==> src/rtl/decodificador_botao_if.sv <==
// Button decoder signal bundle: raw button level in, debounced level and press strobes out.
// master = button/stimulus side, slave = decoder side.
interface decodificador_botao_if;
  logic push_button;
  logic pressionado;
  logic pulso_curto;
  logic pulso_longo;
  logic ocupado;

  modport master (
    output push_button,
    input  pressionado,
    input  pulso_curto,
    input  pulso_longo,
    input  ocupado
  );

  modport slave (
    input  push_button,
    output pressionado,
    output pulso_curto,
    output pulso_longo,
    output ocupado
  );
endinterface

==> src/rtl/decodificador_botao.sv <==
// Debounces a push button and classifies each press as short or long, one strobe per press.
// Define BOTAO_SYNC_EN for a two-flop input synchronizer; otherwise the input is registered once.
module decodificador_botao #(
  parameter int DEBOUNCE_P        = 300,
  parameter int SWITCH_MODE_MIN_T = 5300
) (
  input  logic                        clk,
  input  logic                        rst,
  decodificador_botao_if.slave        bus,
  output logic [1:0]                  estado_dbg
);

  localparam int CW = $clog2(SWITCH_MODE_MIN_T + 1);
  localparam logic [CW-1:0] DP_C = CW'(DEBOUNCE_P);
  localparam logic [CW-1:0] SW_C = CW'(SWITCH_MODE_MIN_T);

  localparam logic [1:0] ARMANDO  = 2'd0;
  localparam logic [1:0] OCIOSO   = 2'd1;
  localparam logic [1:0] CONTANDO = 2'd2;
  localparam logic [1:0] SEGURADO = 2'd3;

  if (DEBOUNCE_P < 1 || SWITCH_MODE_MIN_T <= DEBOUNCE_P) begin : g_bad_params
    $error("decodificador_botao: need DEBOUNCE_P >= 1 and SWITCH_MODE_MIN_T > DEBOUNCE_P");
  end

`ifdef BOTAO_SYNC_EN
  localparam int SYNC_N = 2;
`else
  localparam int SYNC_N = 1;
`endif

  logic [SYNC_N-1:0] sync_q, sync_d;
  logic [SYNC_N-1:0] vld_q, vld_d;
  logic              btn_s, btn_vld;

  logic [1:0]    state_q, state_d;
  logic [CW-1:0] cnt_q, cnt_d;
  logic          pressionado_q, pressionado_d;
  logic          pulso_curto_q, pulso_curto_d;
  logic          pulso_longo_q, pulso_longo_d;
  logic          ocupado_q, ocupado_d;

  // vld tracks how far the reset-cleared synchronizer has refilled, so ARMANDO
  // never mistakes the flushed zeros for a release of a button held through reset.
  always_comb begin
`ifdef BOTAO_SYNC_EN
    sync_d = {sync_q[0], bus.push_button};
    vld_d  = {vld_q[0], 1'b1};
`else
    sync_d = bus.push_button;
    vld_d  = 1'b1;
`endif
  end

  assign btn_s   = sync_q[SYNC_N-1];
  assign btn_vld = vld_q[SYNC_N-1];

  always_comb begin
    state_d       = state_q;
    cnt_d         = cnt_q;
    pulso_curto_d = 1'b0;
    pulso_longo_d = 1'b0;
    case (state_q)
      ARMANDO: begin
        if (btn_vld && !btn_s) begin
          state_d = OCIOSO;
          cnt_d   = '0;
        end
      end
      OCIOSO: begin
        if (btn_s) begin
          state_d = CONTANDO;
          cnt_d   = CW'(1);
        end else begin
          cnt_d = '0;
        end
      end
      CONTANDO: begin
        if (btn_s) begin
          cnt_d = cnt_q + CW'(1);
          if (cnt_q == SW_C - CW'(1)) begin
            state_d       = SEGURADO;
            pulso_longo_d = 1'b1;
          end
        end else begin
          state_d       = OCIOSO;
          cnt_d         = '0;
          pulso_curto_d = (cnt_q >= DP_C) && (cnt_q < SW_C);
        end
      end
      SEGURADO: begin
        if (btn_s) begin
          cnt_d = SW_C;
        end else begin
          state_d = OCIOSO;
          cnt_d   = '0;
        end
      end
      default: begin
        state_d = ARMANDO;
        cnt_d   = '0;
      end
    endcase
    pressionado_d = ((state_d == CONTANDO) || (state_d == SEGURADO)) && (cnt_d >= DP_C);
    ocupado_d     = (state_d != OCIOSO);
  end

  always_ff @(posedge clk) begin
    if (rst) begin
      sync_q        <= '0;
      vld_q         <= '0;
      state_q       <= ARMANDO;
      cnt_q         <= '0;
      pressionado_q <= 1'b0;
      pulso_curto_q <= 1'b0;
      pulso_longo_q <= 1'b0;
      ocupado_q     <= 1'b0;
    end else begin
      sync_q        <= sync_d;
      vld_q         <= vld_d;
      state_q       <= state_d;
      cnt_q         <= cnt_d;
      pressionado_q <= pressionado_d;
      pulso_curto_q <= pulso_curto_d;
      pulso_longo_q <= pulso_longo_d;
      ocupado_q     <= ocupado_d;
    end
  end

  assign bus.pressionado = pressionado_q;
  assign bus.pulso_curto = pulso_curto_q;
  assign bus.pulso_longo = pulso_longo_q;
  assign bus.ocupado     = ocupado_q;
  assign estado_dbg      = state_q;

endmodule

==> src/flat_wrapper.sv <==
// flat-port wrapper written by rule: the top's interface ports become plain ports
module decodificador_botao_flat 
#(
  parameter int DEBOUNCE_P        = 300,
  parameter int SWITCH_MODE_MIN_T = 5300
)
  (clk, rst, estado_dbg, bus_push_button, bus_pressionado, bus_pulso_curto, bus_pulso_longo, bus_ocupado);
  decodificador_botao_if bus_i ();
  input  logic clk;
  input  logic rst;
  output logic [1:0] estado_dbg;
  input wire logic [$bits(bus_i.push_button)-1:0] bus_push_button;
  output wire logic [$bits(bus_i.pressionado)-1:0] bus_pressionado;
  output wire logic [$bits(bus_i.pulso_curto)-1:0] bus_pulso_curto;
  output wire logic [$bits(bus_i.pulso_longo)-1:0] bus_pulso_longo;
  output wire logic [$bits(bus_i.ocupado)-1:0] bus_ocupado;
  assign bus_i.push_button = bus_push_button;
  assign bus_pressionado = bus_i.pressionado;
  assign bus_pulso_curto = bus_i.pulso_curto;
  assign bus_pulso_longo = bus_i.pulso_longo;
  assign bus_ocupado = bus_i.ocupado;
  decodificador_botao #(.DEBOUNCE_P(DEBOUNCE_P), .SWITCH_MODE_MIN_T(SWITCH_MODE_MIN_T)) u_core (.clk(clk), .rst(rst), .bus(bus_i), .estado_dbg(estado_dbg));
endmodule
==> config.mk <==
export PLATFORM = sky130hd
export DESIGN_NAME = decodificador_botao_flat
export DESIGN_NICKNAME = d
export VERILOG_FILES = /design/src/rtl/decodificador_botao_if.sv /design/src/rtl/decodificador_botao.sv /design/src/flat_wrapper.sv
export SDC_FILE = /design/constraint.sdc
export NUM_CORES = 1
export LEC_CHECK = 0
export BUFFER_PORTS_ARGS = -buffer_cell sky130_fd_sc_hd__buf_2
export CORE_MARGIN = 4
export CORE_UTILIZATION = 58
export CTS_CLUSTER_DIAMETER = 150
export DETAILED_ROUTE_END_ITERATION = 8
export PLACE_DENSITY = 0.77
export SLEW_MARGIN = 15
export SYNTH_ARGS = -nofsm -noshare
export SYNTH_HDL_FRONTEND = slang
export SYNTH_SLANG_ARGS = --single-unit
==> constraint.sdc <==
create_clock -name clk -period 2.7 [get_ports clk]
set_clock_uncertainty 0.2 [all_clocks]
set_input_delay 0.27 -clock clk [delete_from_list [all_inputs] [get_ports clk]]
set_output_delay 0.27 -clock clk [all_outputs]
set_load 0.01 [all_outputs]
======== Yosys cells after proc, flatten, opt, wreduce, memory -nomap -nowiden ========
Cells that the tools add are included.
cells by class
  magnitude comparators ................... 3
  reduce and logical (&&, ||, !) cells .... 8
  muxes and demuxes ....................... 13
  equal/unequal tests ..................... 7
  bitwise operators ....................... 2
  add/sub/neg operators ................... 1
operators with widths
  cell                                                    number
  one-hot mux 13 bit (4 select lines)                     1
  2-to-1 mux 13 bit                                       3
  >= comparator 13 x 9 -> 1 bit (second input constant)   2
  adder 13 x 1 -> 13 bit (second input constant)          1
  equality test 13 bit (second input constant)            1
  less-than comparator 13 bit (second input constant)     1
  2-to-1 mux 2 bit                                        5
  equality test 2 bit (second input constant)             4
  one-hot mux 2 bit (4 select lines)                      1
  OR reduction 3 bit                                      2
  logical AND 1 bit                                       3
  2-to-1 mux 1 bit                                        3
  equality test 2 x 1 -> 1 bit (second input constant)    1
  logical NOT 2 bit                                       1
  inequality test 2 x 1 -> 1 bit (second input constant)  1
  NOT 1 bit                                               2
  logical NOT 1 bit                                       1
  logical OR 1 bit                                        1
storage, ports and cells
  logic and storage cells ................. 42
  input bits .............................. 3
  register bits after elaboration ......... 21
  output and inout bits ................... 6

======== Longest topological paths before layout ========
  depth after elaboration ................. 7
  depth in mapped cells ................... 8
  depth with buffers taken out ............ 7

======== Worst setup path after synthesis ========
OpenSTA, ideal clock, no wires.
  path type ............................... register to register
  start point ............................. register u_core.cnt_q[0]
  end point ............................... register u_core.pressionado_q (netlist: u_core.bus.pressionado)
  clock period less this slack ............ 1.903 ns
  arrival ................................. 1.576 ns
  data required time ...................... 2.373 ns
  stages on the path, launching flop included .. 8
  setup time .............................. 0.127 ns
  path slack .............................. 0.797 ns
  path buffers ............................ 0
  cells stage by stage .................... dfxtp_1 ha_1 and3_2 nand2b_1 a31oi_1 a22oi_1 a211oi_1 a31oi_1
on the way
  longest elaborated chain between the ends .. 7
  elaborated cells on any way between the ends .. 13
  classes of those cells .................. add/sub: 1; order compare: 1; eq/ne: 3; mux: 6; reduce/logical: 2
RTL lines
  what                                                                            RTL line                    RTL
  from (decl)                                                                     decodificador_botao.sv:37   logic [CW-1:0] cnt_q, cnt_d;
  from (signal assigned)                                                          decodificador_botao.sv:122  cnt_q <= cnt_d;
  parallel branches: the longest is 6 deep, another holds adder 13 x 1 -> 13 bit  n/a
  logical AND 1 bit *                                                             decodificador_botao.sv:104  pressionado_d = ((state_d == CONTANDO) || (state_d == SEGURADO)) && (cnt_d >= DP_C);
  to (signal assigned)                                                            decodificador_botao.sv:123  pressionado_q <= pressionado_d;
  to (decl)                                                                       decodificador_botao.sv:38   logic pressionado_q, pressionado_d;
Mark *: on every way between the ends.
A chain may end at the register's enable or synchronous reset.

======== Worst setup path in the final report ========
  start point ............................. register u_core.sync_q (netlist: u_core.btn_s)
  end point ............................... register u_core.pressionado_q (netlist: u_core.bus.pressionado)
on the way
  longest elaborated chain between the ends .. 7
  elaborated cells on any way between the ends .. 17
  classes of those cells .................. order compare: 1; eq/ne: 2; mux: 10; reduce/logical: 4
RTL lines
  what                                                                                   RTL line                    RTL
  from (decl)                                                                            decodificador_botao.sv:32   logic [SYNC_N-1:0] sync_q, sync_d;
  from (signal assigned)                                                                 decodificador_botao.sv:119  sync_q <= sync_d;
  parallel branches: the longest is 6 deep, another holds >= comparator 13 x 9 -> 1 bit  n/a
  logical AND 1 bit *                                                                    decodificador_botao.sv:104
Marked as above.

==> impl_metrics.ini <==
[routing]
dr.pass1.iters = 4
wire_per_inst_um = 17.5
antenna_left = 0
wirelength_um = 3150
vias_per_cell = 6.54
vias = 1177
drt_iter0_markers = 71
drc_errors = 0

[timing]
worst_pin_slew_ps = 693
hold_viol = 0
fin_crit_sh_pct = 90.7
slew_headroom_pct = 53.7
max_freq_mhz = 408
fin_setup_tns_ps = 0
setup_viol = 0
rsz0062_at_grt = no
whs_ps = 115
final_max_slew_viol_count = 0
fin_crit_ps = 2450

[place]
port-buffer-count = 8
post-dp-hpwl_um = 2330
gp_congestion = 1.01

[final_layout]
fin_nets = 158
syn2layout_area_growth_pct = 6.64
insertedDiodeCount = 0
drive_above_1_share_pct = 14.4
n_fill_cell = 196

[global_route]
grt_usage_pct = 26.0
grt_max_degree = 18
grt_pass1_wl_um = 5290
first_global_vias = 1094
overflow = 0
antenna_found_initial = 0

[synth]
ys_ff_latch = 21
synthesis.nets = 152
synth_area_leaders = dfxtp_1 (35%), nor2_1 (5.4%), a21oi_1 (3.8%), inv_1 (3.2%), nor4_1 (3.2%)
avgSynthCellArea_sq_um = 8.02
synthCells = 148
synth_edf_count = 0
yosys_warnings = 0
synth_top_area_share_pct = 35.4
yosys_most_used_dff = dfxtp_1
seq_area_frac_synth_pct = 35.4
yosysUniqueCellTypes = 44
ys_async_sr_fraction_pct = 0
synth_most_common_cell = dfxtp_1
synth_top_area_cell = dfxtp_1
synth_area_sq_um = 1190
ys_top_cells_by_count = dfxtp_1 (21), nor2_1 (17), inv_1 (10), a21oi_1 (9), nand3_1 (7)

[floorplan]
pin_count = 9
fp.dieW_um = 53.2
rows = 16
chipHeight_um = 53.2
start_util_pct = 60.5
core_sq_um = 1960
die_area_sq_um = 2840

[clock_tree]
h-tree-depth = 1
cts_setup_buffers = 0
clockBufferDepth = 2
clock_latency_ps = 310
cts_tree = done
path_clk_slew_ps = 120
cts_sinks = 21
cts_buffers = 3
root_buffer = clkbuf_4

[worst_setup_path]
worstSetupPathType = register to register
crit_fanout = 14
startpoint_type = register
required_ps = 2710
worst_setup_path_end_kind = register
crit_arrival_ps = 2460

[power]
powerDensity_nw_per_um2 = 416
peakVddDrop_mv = 0.352
leakagePower_nw = 0.455

[outcome]
status = finished clean

[hold_path]
hp-class = input port to register

[flow_run]
cap_violations = 0
-- worst max-delay path, stage by stage, from the launching register on --
cell and delay (ps):
dfxtp_1 450, nor2b_1 600, nor2_1 250, a211oi_1 360, o21ai_0 150, a211oi_1 220
a31oi_1 100
-- layout make-up --
type	instances	area [sq um]	area share, %
Sequential cell	21	420	33.2
Clock buffer	3	22.5	1.78
Multi-Input combinational cell	108	689	54.4
Tap cell	27	33.8	2.67
Timing Repair Buffer	10	57.6	4.55
Inverter	10	37.5	2.96
Clock inverter	1	5.00	0.395
-- cells by family after synthesis --
logic type	synth area share [%]
xor gates and xnor gates	0.738
and+or+nand+nor	29.1
AOI/OAI and AO/OA	27.2
DFF	35.4
adders and majority gates	1.05
buffers and inverters	6.53
-- flip-flops by register name, summed over array words and instances (netlist names) --
| register | count |
|---|---|
| u_core.bus.pulso_curto | 1 |
| u_core.cnt_q | 13 |
| u_core.estado_dbg | 2 |
| u_core.bus.pressionado | 1 |
| u_core.bus.ocupado | 1 |
| u_core.bus.pulso_longo | 1 |
| u_core.btn_s | 1 |
| u_core.btn_vld | 1 |
-- cells in the final DEF, fill, tap and decap left out, types with 2 or more instances in the layout --
master	n
dfxtp_1	21
nor2_1	17
inv_1	10
a21oi_1	9
buf_2	8
nand3_1	7
nor4_1	6
nand2_1	5
o22ai_1	5
nor3_1	5
o21ai_0	4
nor3b_1	3
nor2b_1	3
a211oi_1	3
a31oi_1	3
o31ai_1	3
clkbuf_4	3
o21bai_1	2
or2_2	2
a221oi_1	2
and3_2	2
a2bb2oi_1	2
a2111oi_0	2
a22oi_1	2
and2_1	2
-- what timing repair did --
item                                   CTS  global route
hold buffers                             1             0
endpoints found under the hold margin    1             0
resized for setup                        0             0
-- stage by stage --
step / cells / total power, W / utilization, % / setup WS [ps] / area [sq um]
after global routing: 180 / 0.000548 / 64.5 / 44.6 / 1270
after CTS: 180 / 0.000529 / 64.5 / 308 / 1270
after global placement: 175 / 0.000370 / 62.6 / 419 / 1230
after detailed placement: 175 / 0.000372 / 62.6 / 336 / 1230
after floorplan: 148 / 0.000361 / - / 797 / 1190
final: 180 / 0.000526 / 64.5 / 251 / 1270
-- power by group --
part / total, W / internal, W / switching, W / leakage, nW
Combinational: 0.0000443 / 0.0000177 / 0.0000266 / 0.267
Clock: 0.000158 / 0.0000555 / 0.000103 / 0.0177
Sequential: 0.000323 / 0.000315 / 0.00000891 / 0.170
Total: 0.000526 / 0.000388 / 0.000138 / 0.455
-- path summary, 6_finish.rpt --
check	startpoint	end	slack, ps	cells after the start
worst min-delay path	rst	u_core.cnt_q[5]	110	2
worst max register to register	u_core.btn_s	u_core.bus.pressionado	250	6
worst max-delay path	u_core.btn_s	u_core.bus.pressionado	250	6
worst min register to register	u_core.cnt_q[12]	u_core.bus.pulso_longo	330	2
-- layer usage --
metal	global-route usage, %	wire length (um)	share of wire, %
met1	34.9	1340	43
met4	14.9	104	3.3
met5	0	0	0
met3	4.23	235	7.5
met2	38.8	1470	47
(Power assumes the default switching activity.)
